$ cat src/rtl/dpram_clear_ctrl.sv
// -----------------------------------------------------------------------------
// dpram_clear_ctrl
//
// Sequencer and port mux placed in front of one true dual-port RAM (single
// clock domain). On request, both RAM ports write zero to every entry, two
// entries per cycle. Outside a sweep, client ports A and B pass straight
// through to the RAM with no added latency.
//
// Parameters
//   ADDRLEN        address width, both ports
//   DATALEN        data width
//   DEPTH          number of entries, 2 <= DEPTH <= 2**ADDRLEN, odd allowed
//   CLEAR_ON_RESET 1: sweep starts automatically after reset, 0: idle
//
// Ports
//   clk, reset            clock and synchronous active-high reset
//   clear_req             start a sweep (level, sampled each cycle)
//   busy                  sweep in progress, client accesses blocked
//   done                  one-cycle pulse, cycle after the last sweep write
//   ca_* / cb_*           client ports A/B (addr, wdata, we, rdata)
//   ram_*a / ram_*b       RAM ports A/B (addr, wdata, we out; rdata in)
// -----------------------------------------------------------------------------
module dpram_clear_ctrl #(
  parameter int ADDRLEN        = 10,
  parameter int DATALEN        = 2,
  parameter int DEPTH          = 1024,
  parameter int CLEAR_ON_RESET = 1
) (
  input  logic               clk,
  input  logic               reset,
  input  logic               clear_req,
  output logic               busy,
  output logic               done,
  // client port A
  input  logic [ADDRLEN-1:0] ca_addr,
  input  logic [DATALEN-1:0] ca_wdata,
  input  logic               ca_we,
  output logic [DATALEN-1:0] ca_rdata,
  // client port B
  input  logic [ADDRLEN-1:0] cb_addr,
  input  logic [DATALEN-1:0] cb_wdata,
  input  logic               cb_we,
  output logic [DATALEN-1:0] cb_rdata,
  // RAM port A
  output logic [ADDRLEN-1:0] ram_addra,
  output logic [DATALEN-1:0] ram_wdataa,
  output logic               ram_wea,
  input  logic [DATALEN-1:0] ram_rdataa,
  // RAM port B
  output logic [ADDRLEN-1:0] ram_addrb,
  output logic [DATALEN-1:0] ram_wdatab,
  output logic               ram_web,
  input  logic [DATALEN-1:0] ram_rdatab
);

  typedef enum logic [1:0] {
    S_IDLE  = 2'd0,
    S_CLEAR = 2'd1,
    S_DONE  = 2'd2
  } state_t;

  // Number of sweep beats (two entries per beat) and the count of beats in
  // which port B still points inside the array.
  localparam int          NB       = (DEPTH + 1) / 2;
  localparam int unsigned NB_FULL  = DEPTH / 2;
  localparam logic [ADDRLEN-1:0] K_LAST = ADDRLEN'(NB - 1);

  state_t             r_state;
  state_t             w_state_nxt;
  logic [ADDRLEN-1:0] r_k;
  logic               r_rd_mask;

  logic               w_last;
  logic [ADDRLEN-1:0] w_sweep_addra;
  logic [ADDRLEN-1:0] w_sweep_addrb;
  logic               w_sweep_web;

  assign w_last        = (r_k == K_LAST);
  assign w_sweep_addra = r_k << 1;
  assign w_sweep_addrb = w_sweep_addra | ADDRLEN'(1);
  // 2k+1 < DEPTH reduces to k < floor(DEPTH/2); only false on the last beat
  // of an odd-depth sweep, where port B would point past the array.
  assign w_sweep_web   = (32'(r_k) < NB_FULL);

  // ---------------------------------------------------------------------------
  // State register
  // ---------------------------------------------------------------------------
  // NOTE: sequential state uses non-blocking assignments so every flop samples
  // pre-edge values regardless of process evaluation order.
  always_ff @(posedge clk) begin
    if (reset) begin
      r_state <= (CLEAR_ON_RESET != 0) ? S_CLEAR : S_IDLE;
    end else begin
      r_state <= w_state_nxt;
    end
  end

  // ---------------------------------------------------------------------------
  // Next-state logic
  // ---------------------------------------------------------------------------
  // NOTE: every always_comb output gets a default first so no path leaves it
  // unassigned, which would otherwise infer a latch.
  always_comb begin
    w_state_nxt = r_state;
    unique case (r_state)
      S_IDLE:  if (clear_req) w_state_nxt = S_CLEAR;
      // clear_req is deliberately ignored here: no restart, nothing pending.
      S_CLEAR: if (w_last)    w_state_nxt = S_DONE;
      S_DONE:  w_state_nxt = clear_req ? S_CLEAR : S_IDLE;
      default: w_state_nxt = S_IDLE;
    endcase
  end

  // ---------------------------------------------------------------------------
  // Beat counter and read-data mask
  // ---------------------------------------------------------------------------
  // The counter advances only inside a sweep and sits at zero otherwise, so
  // any entry into CLEAR (request or reset) starts from address 0.
  always_ff @(posedge clk) begin
    if (reset) begin
      r_k <= '0;
    end else if (r_state == S_CLEAR && !w_last) begin
      r_k <= r_k + ADDRLEN'(1);
    end else begin
      r_k <= '0;
    end
  end

  // Reads issued during a sweep return the RAM's pre-clear contents one cycle
  // later; masking with the delayed busy makes them read as zero.
  always_ff @(posedge clk) begin
    if (reset) begin
      r_rd_mask <= 1'b0;
    end else begin
      r_rd_mask <= busy;
    end
  end

  // ---------------------------------------------------------------------------
  // Outputs and port mux
  // ---------------------------------------------------------------------------
  always_comb begin
    busy       = (r_state == S_CLEAR);
    done       = (r_state == S_DONE);

    ram_addra  = ca_addr;
    ram_wdataa = ca_wdata;
    ram_wea    = ca_we;
    ram_addrb  = cb_addr;
    ram_wdatab = cb_wdata;
    ram_web    = cb_we;

    // Client writes during a sweep are dropped, not queued.
    if (r_state == S_CLEAR) begin
      ram_addra  = w_sweep_addra;
      ram_wdataa = '0;
      ram_wea    = 1'b1;
      ram_addrb  = w_sweep_addrb;
      ram_wdatab = '0;
      ram_web    = w_sweep_web;
    end

    ca_rdata = r_rd_mask ? '0 : ram_rdataa;
    cb_rdata = r_rd_mask ? '0 : ram_rdatab;
  end

endmodule
$ cat config.mk
export PLATFORM = sky130hd
export DESIGN_NAME = dpram_clear_ctrl
export DESIGN_NICKNAME = d
export VERILOG_FILES = /design/src/rtl/dpram_clear_ctrl.sv
export SDC_FILE = /design/constraint.sdc
export NUM_CORES = 1
export LEC_CHECK = 0
export ABC_AREA = 0
export CORE_MARGIN = 2
export CORE_UTILIZATION = 30
export DETAILED_ROUTE_END_ITERATION = 10
export GPL_TIMING_DRIVEN = 1
export PLACE_DENSITY = 0.75
export SETUP_SLACK_MARGIN = 0.2
export SLEW_MARGIN = 20
export SYNTH_ARGS = -nofsm -noshare
export SYNTH_HDL_FRONTEND = slang
export SYNTH_SLANG_ARGS = --single-unit
$ cat constraint.sdc
create_clock -name clk -period 4.1 [get_ports clk]
set_clock_uncertainty 0.2 [all_clocks]
set_input_delay 0.82 -clock clk [delete_from_list [all_inputs] [get_ports clk]]
set_output_delay 0.82 -clock clk [all_outputs]
set_load 0.02 [all_outputs]
==> Word-level counts from Yosys, hierarchy flattened <==
Index checks and enable logic that the tools add are counted.
{ "totals": {"register_bits": 13, "in_bits": 33, "output_inout_bits": 32, "word_cells": 28} }
{ "classes": {"addsub": 1, "magnitude_cmp": 1, "eq_ne": 5, "mux": 12, "n_bitwise": 1, "n_reduce_logical": 5} }
{ "ops": {"columns": ["op", "count"], "rows": [
  ["10-bit two-way mux", 2],
  ["2-bit two-way mux", 6],
  ["10-bit by 1-bit adder with 10-bit output, second input constant", 1],
  ["10-bit by 9-bit equality test with 1-bit output, second input constant", 1],
  ["10-bit less-than comparator, second input constant", 1],
  ["2-bit one-hot mux with 3 select lines", 1],
  ["1-bit two-way mux", 3],
  ["2-bit by 1-bit equality test with 1-bit output, second input constant", 1],
  ["2-bit equality test, second input constant", 1],
  ["2-bit zero test", 1],
  ["2-bit by 1-bit != test with 1-bit output, second input constant", 1],
  ["2-bit != test, second input constant", 1],
  ["2-bit AND reduction", 1],
  ["2-bit OR reduction", 1],
  ["1-bit logical AND", 1],
  ["1-bit zero test", 1],
  ["1-bit inverter", 1]
]} }

==> Depth between registers and ports, before layout <==
{ "depth": {"depth_word": 5, "ltp_mapped": 7, "depth_no_buf": 6} }

==> Worst setup path before layout <==
OpenSTA, ideal clock, no wires.
{ "synth_timing": {"kind": "flip-flop to output port", "start": "reg r_state[1]", "end": "out ram_addra[1]", "t_arrival_ps": 1357, "t_required_ps": 3080, "path_slack_ps": 1723, "stages_incl_launch_ff": 7, "n_path_buf": 2, "cell_sequence": "dfxtp_1 -> nand2b_1 -> clkbuf_1 -> inv_1 -> clkbuf_1 -> nand2_1 -> nand2_1"} }
{ "synth_between": {"elab_chain_len": 2} }
{ "synth_lines": {"columns": ["element", "line_no", "source"], "rows": [
  ["from (decl)", "68", "state_t r_state;"],
  ["from (signal assigned)", "92", "r_state <= (CLEAR_ON_RESET != 0) ? S_CLEAR : S_IDLE;"],
  ["from (signal assigned)", "94", "r_state <= w_state_nxt;"],
  ["2-bit by 1-bit equality test with 1-bit output", null, null],
  ["via busy", "32", "output logic busy,"],
  ["10-bit two-way mux", "154", "if (r_state == S_CLEAR) begin"],
  ["to (decl)", "45", "output logic [ADDRLEN-1:0] ram_addra,"]
]} }
The timed path passes the listed nets, and every way through them passes these cells.

==> Worst setup path in the final report <==
{ "layout_timing": {"start": "reg r_state[1]", "end": "out ram_addra[4]"} }
{ "layout_between": {"elab_chain_len": 2} }
{ "layout_lines": {"columns": ["element", "line_no"], "rows": [
  ["2-bit by 1-bit equality test with 1-bit output", "154"],
  ["10-bit two-way mux", "154"]
]} }
Every way passes these cells.

==> flow_summary.rst <==
.. list-table::
   :header-rows: 1

   * - Metric
     - Value
   * - Result of the run
     - finished clean
   * - Endpoint type of the worst setup path
     - primary output
   * - Starting density of the core
     - 31.8%
   * - Detailed Place HPWL
     - between 2000 and 2500 um
   * - GRT overflow
     - 0
   * - Number of synthesized flops with an enable pin
     - 0
   * - Reg2Reg Depth
     - 4
   * - Via density per instance
     - roughly 4.7
   * - Buffer count from post-CTS setup fixing
     - 0
   * - Post-Route M1 WL
     - 1020 um
   * - Async set-reset flop share out of synthesis
     - 0%
   * - Routability Congestion
     - approximately 0.77
   * - Sequential cell area
     - approximately 260 sq um
   * - Area share of the leading cell type in the synthesized netlist
     - approximately a third
   * - Post-route setup TNS
     - 0 ns
   * - Flop-to-flop setup slack
     - ~2.1 ns
   * - Number of endpoints failing setup at the final stage
     - 0
   * - Type of the worst setup path
     - reg -> out
   * - Power per standard cell area
     - between 150 and 200 mW/mm^2
   * - Maximum number of pins on one net before global-route repair
     - 29
   * - Hold Path End
     - r_k[0]$_SDFF_PP0_
   * - GRT Total Usage
     - approximately 17%
   * - Met2 WL post-DR
     - approximately 1300 um
   * - Post-DP Area
     - about 0.0015 sq mm
   * - Final hold vios
     - 0
   * - Minimum clock period after layout
     - 3.05 ns
   * - Worst hold-check path type
     - reg -> reg
   * - CTS Hold Buffers Added
     - 0
   * - Hold path cells
     - 1
   * - RSZ-0062 raised after global routing
     - false
   * - First-pass DRT Iterations
     - 4
   * - Synthesized instance count
     - about 120
   * - Clock latency on the worst-skew pair
     - 0.27 ns
   * - Arrival time of data at the critical path endpoint
     - roughly 2 ns
   * - Ports placed on the boundary
     - 65
   * - Most used flip-flop cell after synthesis
     - sky130_fd_sc_hd__dfxtp_1
   * - # H-tree levels
     - 1
   * - Switching Power
     - about 69 uW
   * - Via total after detailed routing
     - between 1k and 1.5k
   * - Number of logic stages on the critical path including buffering
     - 6
   * - Number of nets produced by synthesis
     - ~150
   * - Die outline width
     - roughly 56 um
   * - Number of cells in the design after placement
     - 210
   * - Wire length after detailed routing
     - around 2500 um
   * - Clk network pwr share
     - 28.4%
   * - Critical R2R Launch
     - r_k[0]$_SDFF_PP0_
   * - Average routed wire per standard cell
     - approximately 12 um
   * - Final Net Count
     - 219
   * - FP Rows
     - 18
   * - Fraction of layout instances using a drive strength above 1
     - 3.80%
   * - Number of clock sinks
     - 13
   * - Number of buffers and inverters on the critical path
     - 3
   * - Cell family contributing the most delay on the critical path
     - buffers and inverters
   * - Slowest stage cell on the critical path
     - sky130_fd_sc_hd__clkdlybuf4s50_1
   * - Final instance count without filler cells
     - between 200 and 250
   * - Port Buffers
     - 64
   * - Clock tree root driver cell
     - sky130_fd_sc_hd__clkbuf_4
   * - Number of resized instances in the post-cts repair step
     - 0
   * - Final hold slack
     - 0.314 ns
   * - Max Clock Freq
     - ~0.33 GHz
   * - Sw frac
     - between 20% and 30%
   * - Cells traversed along the worst timing path
     - nand2b_1, buf_4, inv_1, nand2_1, nand2_1, clkdlybuf4s50_1
   * - Number of design rule violations left after detail routing
     - 0
   * - Syn Area/Cell
     - approximately 6.7 sq um
   * - Max_cap viols
     - 0
   * - TritonCTS clock tree
     - yes
   * - Antenna Cells
     - 0
   * - CP Launch Point
     - r_state[1]$_SDFFE_PP0P_
   * - Overall die area
     - approximately 0.0031 sq mm
   * - Share of the yosys chip area belonging to registers
     - about 33%
   * - Placeable core region
     - between 0.002 and 0.0025 sq mm
   * - Proportion of power drawn by flip-flops and latches
     - 47.6%
   * - Area contributors post-synth
     - sky130_fd_sc_hd__dfxtp_1 33%, sky130_fd_sc_hd__nand2_1 23%, sky130_fd_sc_hd__and2_1 3.9%
   * - Initial antenna violation count
     - 0
   * - Reg-to-reg critical path endpoint
     - r_state[0]$_SDFFE_PP1P_
   * - Slew headroom
     - between 50% and 60%
   * - CP Data Required Time
     - just over 3 ns
   * - Final worst-path cycle share
     - between 70% and 80%
   * - Inserted Clock Buffers
     - 3
   * - Initial DRC Count
     - 22
   * - Via count of the first global-routing pass
     - 960
   * - Post-layout instance area
     - 0.00149 sq mm
   * - Synthesized cell area
     - ~800 sq um
   * - Met3 routed wirelength
     - between 150 and 200 um
   * - Die height
     - about 56 um
   * - Area added between synthesis and finish
     - 87.6%
   * - Element type at the critical path start
     - flip-flop
   * - Delay of the slowest cell on the worst path
     - around 0.60 ns
   * - Internal power of the cells
     - 211 uW
   * - Final antenna-violating net count
     - 0
   * - Post-synth cell types
     - 23
   * - Filler cells
     - 240
   * - Most frequent cell on the critical path
     - sky130_fd_sc_hd__nand2_1
   * - Reported leakage power
     - 0.000625 uW
   * - Total number of yosys warnings
     - 0
   * - Area of the multi-input gates
     - 502 sq um
   * - Worst-path fanout max
     - 28
   * - Comb pwr share
     - 24.0%
   * - Clock Path Buffers
     - 2
   * - Synth area leader
     - sky130_fd_sc_hd__dfxtp_1
   * - Yosys reg bits
     - 13
   * - Final Slew Violations
     - 0
   * - Peak ir drop on the vdd network
     - roughly 0.00020 V
   * - Top routing layer in use
     - met4
   * - Clock-pin slew on the worst setup and hold paths
     - 0.08 ns
   * - Critical hold path startpoint
     - r_k[0]$_SDFF_PP0_
   * - Slew at the pin closest to its max-slew limit
     - between 0.7 and 0.8 ns
   * - Wire length of the first global-routing pass
     - around 4300 um
-- power groups by stage --
stage / Combinational, uW / Clock, uW / Sequential, uW
2_1_floorplan: 21.1 / 0 / 135
3_3_place_gp: 66.7 / 0 / 136
3_5_place_dp: 67.2 / 0 / 136
4_1_cts: 67.9 / 82.3 / 134
5_1_grt: 72.5 / 88.5 / 134
6_report: 67.2 / 79.5 / 133
-- cell usage after synthesis, types with 2 or more instances --
cell type / number
sky130_fd_sc_hd__a21oi_1: 5
sky130_fd_sc_hd__and2_1: 5
sky130_fd_sc_hd__clkbuf_1: 4
sky130_fd_sc_hd__dfxtp_1: 13
sky130_fd_sc_hd__inv_1: 5
sky130_fd_sc_hd__nand2_1: 48
sky130_fd_sc_hd__nand2b_1: 4
sky130_fd_sc_hd__nand3_1: 4
sky130_fd_sc_hd__nor2_1: 5
sky130_fd_sc_hd__nor2b_1: 5
sky130_fd_sc_hd__o21ai_0: 4
sky130_fd_sc_hd__o31ai_1: 2
sky130_fd_sc_hd__or3_1: 3
sky130_fd_sc_hd__or4_1: 2
sky130_fd_sc_hd__xor2_1: 2
-- worst max-delay path by stage --
| stage | slack, ns | endpoint |
|---|---|---|
| after floorplan | 1.72 | ram_addra[1] |
| after global placement | 1.08 | ca_rdata[0] |
| after detailed placement | 1.06 | cb_rdata[0] |
| after CTS | 1.04 | ram_addra[4] |
| after global routing | 0.87 | ram_addra[4] |
| final | 1.05 | ram_addra[4] |
-- per-layer routing --
layer | track usage [%] | up-vias
met3 | 7.03 | 2
met1 | 19.0 | 450
met5 | 0 | -
met2 | 31.3 | 41
li1 | - | 522
met4 | 2.09 | 0
-- area by class of cell --
cell class                      instances  share of cell area (%)
Timing Repair Buffer                   65                    43.4
Inverter                                5                    1.26
Tap cell                               30                    2.51
Multi-Input combinational cell         97                    33.6
Sequential cell                        13                    17.4
Clock buffer                            4                    1.76
-- cells in the final DEF, fill, tap and decap left out --
cell	n
sky130_fd_sc_hd__and2_1	5
sky130_fd_sc_hd__nand4_1	1
sky130_fd_sc_hd__ha_1	1
sky130_fd_sc_hd__dfxtp_1	13
sky130_fd_sc_hd__buf_4	1
sky130_fd_sc_hd__o31ai_1	2
sky130_fd_sc_hd__or4_4	1
sky130_fd_sc_hd__nor2b_1	5
sky130_fd_sc_hd__xnor2_1	1
sky130_fd_sc_hd__nor2_1	5
sky130_fd_sc_hd__and3_1	1
sky130_fd_sc_hd__nand4_2	1
sky130_fd_sc_hd__nand3_1	4
sky130_fd_sc_hd__xor2_1	2
sky130_fd_sc_hd__or3_1	3
sky130_fd_sc_hd__a221o_1	1
sky130_fd_sc_hd__a21oi_1	5
sky130_fd_sc_hd__o41ai_2	1
sky130_fd_sc_hd__o21ai_0	4
sky130_fd_sc_hd__nand2_1	48
sky130_fd_sc_hd__clkbuf_4	3
sky130_fd_sc_hd__inv_1	5
sky130_fd_sc_hd__nand2b_1	4
sky130_fd_sc_hd__or4_1	2
sky130_fd_sc_hd__clkdlybuf4s50_1	64
sky130_fd_sc_hd__clkbuf_1	1
-- stage by stage --
stage / total power (uW) / utilization [%] / worst slack (ns)
after floorplan: 156 / - / 1.72
after detailed placement: 204 / 58.7 / 1.06
after global placement: 203 / 58.7 / 1.08
final: 280 / 59.7 / 1.05
after CTS: 284 / 59.7 / 1.04
after global routing: 295 / 59.7 / 0.870
-- registers in the layout, indices dropped and copies added (netlist names) --
signal     cells
r_k           10
r_rd_mask      1
r_state        2
-- kinds of logic after synthesis --
logic type	count (synthesis)	synth area share, %
simple gates	80	47.3
compound gates	13	10.8
flops	13	32.7
buf+inv	9	4.24
xor+xnor	3	3.30
fa+ha+maj	1	1.57
Note: power is estimated with default switching activity, not from simulation.
